==> src/rtl/dc3_code_rx.sv <==
`default_nettype none
// ============================================================================
//  Module      : dc3_code_rx
//  Description : Receive side of the 3-bit DC3 code link. Synchronises the
//                asynchronous code, waits until it has been stable for
//                STABLE_CYC clocks, then decodes it back to a 2-bit index.
//                Legal codes update x with a one-cycle valid strobe. Illegal
//                codes raise err and bump a saturating counter.
//  Revision    : 1.0 - initial release
// ============================================================================
module dc3_code_rx #(
  parameter int STABLE_CYC = 4,   // 1..255
  parameter int ERR_W      = 8
) (
  input  logic             clk,
  input  logic             rst,
  input  logic [2:0]       code,
  output logic [1:0]       x,
  output logic             valid,
  output logic             err,
  output logic [ERR_W-1:0] err_cnt,
  output logic             settling
);

  typedef enum logic [1:0] {
    ST_HOLD   = 2'd0,
    ST_SETTLE = 2'd1,
    ST_ACCEPT = 2'd2
  } state_t;

  // Run count at which the settle window is complete.
  localparam logic [7:0]       c_run_last = 8'(STABLE_CYC - 1);
  localparam logic [ERR_W-1:0] c_cnt_one  = {{(ERR_W-1){1'b0}}, 1'b1};

  state_t     r_state;
  state_t     w_state_nxt;
  logic [2:0] r_s1;
  logic [2:0] r_s2;
  logic [2:0] r_s_prev;
  logic [7:0] r_run;
  logic [7:0] w_run_nxt;
  logic       w_chg;
  logic       w_accept;
  logic       w_legal;
  logic [1:0] w_idx;

  // Two-flop synchroniser plus a one-cycle-delayed copy for change detection.
  always_ff @(posedge clk or posedge rst) begin
    if (rst) begin
      r_s1     <= 3'b000;
      r_s2     <= 3'b000;
      r_s_prev <= 3'b000;
    end else begin
      r_s1     <= code;
      r_s2     <= r_s1;
      r_s_prev <= r_s2;
    end
  end

  assign w_chg = (r_s2 != r_s_prev);

  // Decode the synchronised code; anything outside the four legal patterns
  // is flagged illegal.
  always_comb begin
    w_legal = 1'b1;
    w_idx   = 2'b00;
    case (r_s2)
      3'b110:  w_idx = 2'b00;
      3'b101:  w_idx = 2'b01;
      3'b011:  w_idx = 2'b10;
      3'b111:  w_idx = 2'b11;
      default: w_legal = 1'b0;
    endcase
  end

  // State and run-counter registers.
  always_ff @(posedge clk or posedge rst) begin
    if (rst) begin
      r_state <= ST_HOLD;
      r_run   <= 8'd0;
    end else begin
      r_state <= w_state_nxt;
      r_run   <= w_run_nxt;
    end
  end

  // Next-state logic. The acceptance is registered on the edge that enters
  // ACCEPT, so the valid strobe coincides with the ACCEPT cycle.
  always_comb begin
    w_state_nxt = r_state;
    w_run_nxt   = r_run;
    w_accept    = 1'b0;
    case (r_state)
      ST_HOLD: begin
        if (w_chg) begin
          w_state_nxt = ST_SETTLE;
          w_run_nxt   = 8'd0;
        end
      end
      ST_SETTLE: begin
        if (w_chg) begin
          w_run_nxt = 8'd0;
        end else if (r_run == c_run_last) begin
          w_state_nxt = ST_ACCEPT;
          w_accept    = 1'b1;
        end else begin
          w_run_nxt = r_run + 8'd1;
        end
      end
      ST_ACCEPT: begin
        if (w_chg) begin
          w_state_nxt = ST_SETTLE;
          w_run_nxt   = 8'd0;
        end else begin
          w_state_nxt = ST_HOLD;
        end
      end
      default: begin
        w_state_nxt = ST_HOLD;
        w_run_nxt   = 8'd0;
      end
    endcase
  end

  // Output registers: update index/strobe or error flag and counter.
  always_ff @(posedge clk or posedge rst) begin
    if (rst) begin
      x       <= 2'b00;
      valid   <= 1'b0;
      err     <= 1'b0;
      err_cnt <= '0;
    end else begin
      valid <= 1'b0;
      if (w_accept) begin
        if (w_legal) begin
          x     <= w_idx;
          valid <= 1'b1;
          err   <= 1'b0;
        end else begin
          err <= 1'b1;
          if (err_cnt != {ERR_W{1'b1}}) begin
            err_cnt <= err_cnt + c_cnt_one;
          end
        end
      end
    end
  end

  assign settling = (r_state == ST_SETTLE);

endmodule
`default_nettype wire

==> config.mk <==
export PLATFORM = sky130hd
export DESIGN_NAME = dc3_code_rx
export DESIGN_NICKNAME = d
export VERILOG_FILES = /design/src/rtl/dc3_code_rx.sv
export SDC_FILE = /design/constraint.sdc
export NUM_CORES = 1
export LEC_CHECK = 0
export ABC_AREA = 1
export CORE_UTILIZATION = 37
export CTS_CLUSTER_SIZE = 30
export DETAILED_ROUTE_END_ITERATION = 8
export PLACE_DENSITY = 0.67
export REMOVE_ABC_BUFFERS = 1
export SLEW_MARGIN = 20
export SYNTH_ARGS = -nofsm -noshare
export SYNTH_HDL_FRONTEND = slang
export SYNTH_SLANG_ARGS = --single-unit
==> constraint.sdc <==
create_clock -name clk -period 2.29 [get_ports clk]
set_clock_uncertainty 0.2 [all_clocks]
set_input_delay 0.229 -clock clk [delete_from_list [all_inputs] [get_ports clk]]
set_output_delay 0.229 -clock clk [all_outputs]
set_load 0.05 [all_outputs]
After elaboration in Yosys (flattened, before gate mapping)
Index checks and enable logic that the tools add are counted.
- add/subtract/negate cells: 2
- equality and inequality tests: 14
- mux-type cells: 17
- bitwise gates (word level): 1
- reductions and logical operators: 7
- operators by type and width (operator ; count):
    $mux W8 ; 3
    $add A8 B1 Y8 const B ; 2
    $pmux W8 S2 ; 1
    $pmux W2 S3 ; 2
    $eq A3 B3 Y1 const B ; 3
    $eq A8 B2 Y1 const B ; 1
    $mux W1 ; 8
    $ne A8 B8 Y1 const B ; 1
    $mux W2 ; 3
    $reduce_and A3 Y1 ; 2
    $ne A2 B1 Y1 const B ; 2
    $ne A2 B2 Y1 const B ; 2
    $reduce_and A2 Y1 ; 2
    $reduce_or A4 Y1 ; 1
    $eq A3 B2 Y1 const B ; 1
    $ne A3 B3 Y1 ; 1
    $ne A3 B3 Y1 const B ; 1
    $eq A2 B1 Y1 const B ; 1
    $eq A2 B2 Y1 const B ; 1
    $logic_not A2 Y1 ; 1
    $reduce_or A2 Y1 ; 1
    $not A1 Y1 ; 1
- bits in registers: 31
- word-level logic and storage cells: 50

Longest topological paths before layout
- word-level depth: 5
- mapped depth: 10
- mapped depth without buffers: 10

Least setup slack after synthesis
OpenSTA, ideal clock, no wires.
- kind: register to register
- from: register err_cnt[0]
- to: register err_cnt[2]
- library setup time: 120 ps
- arrival: 1630 ps
- path slack: 340 ps
- cell stages (with the launch flop): 7
- path buffers: 0
- cells stage by stage: dfrtp_1 > ha_1 > and3_1 > nand2_1 > nand4_2 > nand2_1 > nand2_1
- cells in the longest elaborated chain, start to end: 2
- ends and longest elaborated chain (what ; line ; source):
    start, declared ; 21 ; output logic [ERR_W-1:0] err_cnt,
    start signal, assigned ; 142 ; err_cnt <= err_cnt + c_cnt_one;
    parallel branches: the longest is 2 deep, another holds $add A8 B1 Y8 ; -- ;
Several ways; the timed one is not identified.
A chain may end at the register's enable or synchronous reset.

Final worst setup path
- from: register r_state[0]
- to: output port settling
- cells in the longest elaborated chain, start to end: 1
- ends and longest elaborated chain (what ; line ; source):
    start, declared ; 35 ; state_t r_state;
    start signal, assigned ; 82 ; r_state <= w_state_nxt;
    $eq A2 B1 Y1 ; 149 ; assign settling = (r_state == ST_SETTLE);
    end, declared ; 22 ; output logic settling
Every way passes these cells.

==> results.yml <==
synth:
  synthMuxAreaShare: 0
  ys_seq_area_frac: 0.473
  synthAdderAreaFrac: 0.0153
  synthSimpleGateAreaFrac: 0.390
  synth_xor_area_frac: 0.0321
  syn_area_per_cell_um2: 8.28
  syn_inst: 198
  syn_area_um2: 1640
  synth_top_area_cell: "dfrtp_1"
  synth_top_family_by_area: "simple AND/OR/NAND/NOR gates"
  synth_cell_types: 24
  synth_compound_area_frac: 0.0221
  synth_seq_cells: 31
  synth_top_area_frac: 0.473
  synth.area.top_cells: "dfrtp_1, nand2_1, nand4_1"
  yosys_warnings: 0
timing:
  final.min_clock_period_ns: 2.18
  maxSlewViolCount: 0
  fmax_ghz: 0.459
  finalCritPeriodShare: 0.951
  final-setup-viol-count: 0
  slew_headroom: 0.667
  hold_violations: 0
  fin_setup_tns_ns: 0
  worst_pin_slew_ns: 0.498
  rsz0062_at_grt: "false"
worst_hold_path:
  min_path_type: "input port to asynchronous set/reset pin"
detailed_routing:
  viasPerCell: 4.71
  vias: 1301
  firstDrtPassIters: 4
  wl_um: 2890
  ant_nets: 0
  drc: 0
  post_drt_wl_per_cell_um: 10.5
  drt_iter0_markers: 62
run_status:
  outcome: "complete, no violations"
critical_path:
  crit_chain: "inv_1 > nor2_8 > clkdlybuf4s50_1"
  cp_max_fo: 9
  worstSetupEndpointType: "output port"
  crit_path_max_incr_delay_ns: 0.83
  critPathArrivalTime_ns: 1.75
  r2r_slack_ns: 0.53
  r2r_cells: 8
  worst-setup-path-type: "flip-flop to output port"
  cp_slowest_cell: "clkdlybuf4s50_1"
  required_ns: 1.86
  start_kind: "flip-flop"
floorplanning:
  pin_count: 18
  fp.dieH_um: 68.6
  core_um2: 4120
  die_x_um: 68.6
  dieArea_um2: 4700
  start_util: 0.398
  rows: 23
pwr:
  combinationalPowerShare: 0.060
  p_leak_nw: 1.07
  p_sw_frac: 0.258
  p_switching_mw: 0.277
  power_density_nw_per_um2: 541
  irDropWorstVdd_mv: 0.409
  power_frac_seq: 0.528
  clkPwrFrac: 0.412
  p_total_mw: 1.08
  p_int_mw: 0.798
global_routing:
  antenna_found_initial: 0
  grt_pass1_wl_um: 5130
  first_global_vias: 1206
  grt_max_degree: 32
  gr-total-overflow: 0
  globalRouteTotalUtil: 0.148
clock_tree:
  cts_setup_buffers: 0
  cts-resized-gates: 0
  tritoncts: "built"
  cts_sinks: 31
  cts_buffer_depth: 2
  clk_latency_ns: 0.28
  cts_root_buffer: "clkbuf_8"
  numCtsBuffers: 5
  htreeDepth: 2
  holdBufCountCts: 0
  clk_pin_slew_worst_paths_ns: 0.07
finish:
  final_common_cell: "nand2_1"
  drive_above_1_share: 0.146
  nets: 232
  nFillCells: 404
  area_growth_pct: 21.2
  n_antenna_cell: 0
  final_cell_mix: "nand2_1, dfrtp_1, inv_1"
placed_design:
  port_buffers: 17
  dp_hpwl_um: 2080
  globalplace.congestion: 0.809
job:
  maxCapViolCount: 0
cell type report:
cell class	count	area (um^2)	share of cell area
Tap cell	50	62.6	0.0315
Inverter	29	110	0.0554
Clock inverter	3	23.8	0.0120
Multi-Input combinational cell	138	753	0.379
Clock buffer	5	68.8	0.0346
Timing Repair Buffer	20	193	0.0970
Sequential cell	31	776	0.390
synthesized netlist by cell type (all sizes together):
cell    number
dfrtp       31
inv         28
and3         1
ha           2
nand4       17
xnor2        2
nand3       12
nor3         2
o21bai       1
nand2       73
o21ai        4
xor2         4
clkinv       1
a21oi        1
nor2        19
final timing paths:
check / from / end
min in group clk: r_s1[2] / r_s2[2]
max: r_state[0] / settling
max in group asynchronous: rst / r_run[3]
min reg2reg: r_s1[2] / r_s2[2]
max reg2reg: r_run[0] / err_cnt[2]
min: rst / err_cnt[4]
critical path, delay by kind of cell, from the launching register on:
family                 cells  cell delay, ns
buffers and inverters      2            0.95
flip-flops                 1            0.32
AND/OR/NAND/NOR            1            0.19
through the flow:
| stage | worst slack, ns | hold WS (ns) | util | instances | cell area (um^2) |
|---|---|---|---|---|---|
| 6_report | 0.112 | 0.122 | 0.483 | 276 | 1990 |
| 2_1_floorplan | 0.340 | 0.0604 | - | 198 | 1640 |
| 3_3_place_gp | 0.431 | 0.132 | 0.460 | 268 | 1890 |
| 4_1_cts | 0.0990 | 0.137 | 0.483 | 276 | 1990 |
| 5_1_grt | 0.0322 | 0.157 | 0.483 | 276 | 1990 |
| 3_5_place_dp | 0.418 | 0.135 | 0.460 | 268 | 1890 |
routing by layer:
layer  global-route usage  up-vias  part of all wire
met1                0.192      598              0.51
met5                    0        -                 0
met4               0.0625        0             0.017
met3               0.0395        6             0.035
met2                0.230       14              0.44
li1                     -      683                 -
state kept, by name (all words and copies together), names as in the netlist:
name      cells
r_run         8
r_state       2
r_s_prev      3
err           1
x             2
r_s2          3
r_s1          3
err_cnt       8
valid         1
power groups by stage:
stage / clock, mW / combinational (mW) / sequential [mW]
after floorplan: 0 / 0.0424 / 0.580
after global placement: 0 / 0.0661 / 0.578
after detailed placement: 0 / 0.0670 / 0.578
after CTS: 0.462 / 0.0671 / 0.567
after global routing: 0.482 / 0.0738 / 0.569
final: 0.443 / 0.0648 / 0.567
cells by family (layout without fill, tap and decap cells):
family / Yosys count / in the layout
xor+xnor: 6 / 6
flops: 31 / 31
simple gates: 124 / 124
buf+inv: 29 / 57
fa+ha+maj: 2 / 2
compound gates: 6 / 6
(Power assumes the default switching activity.)
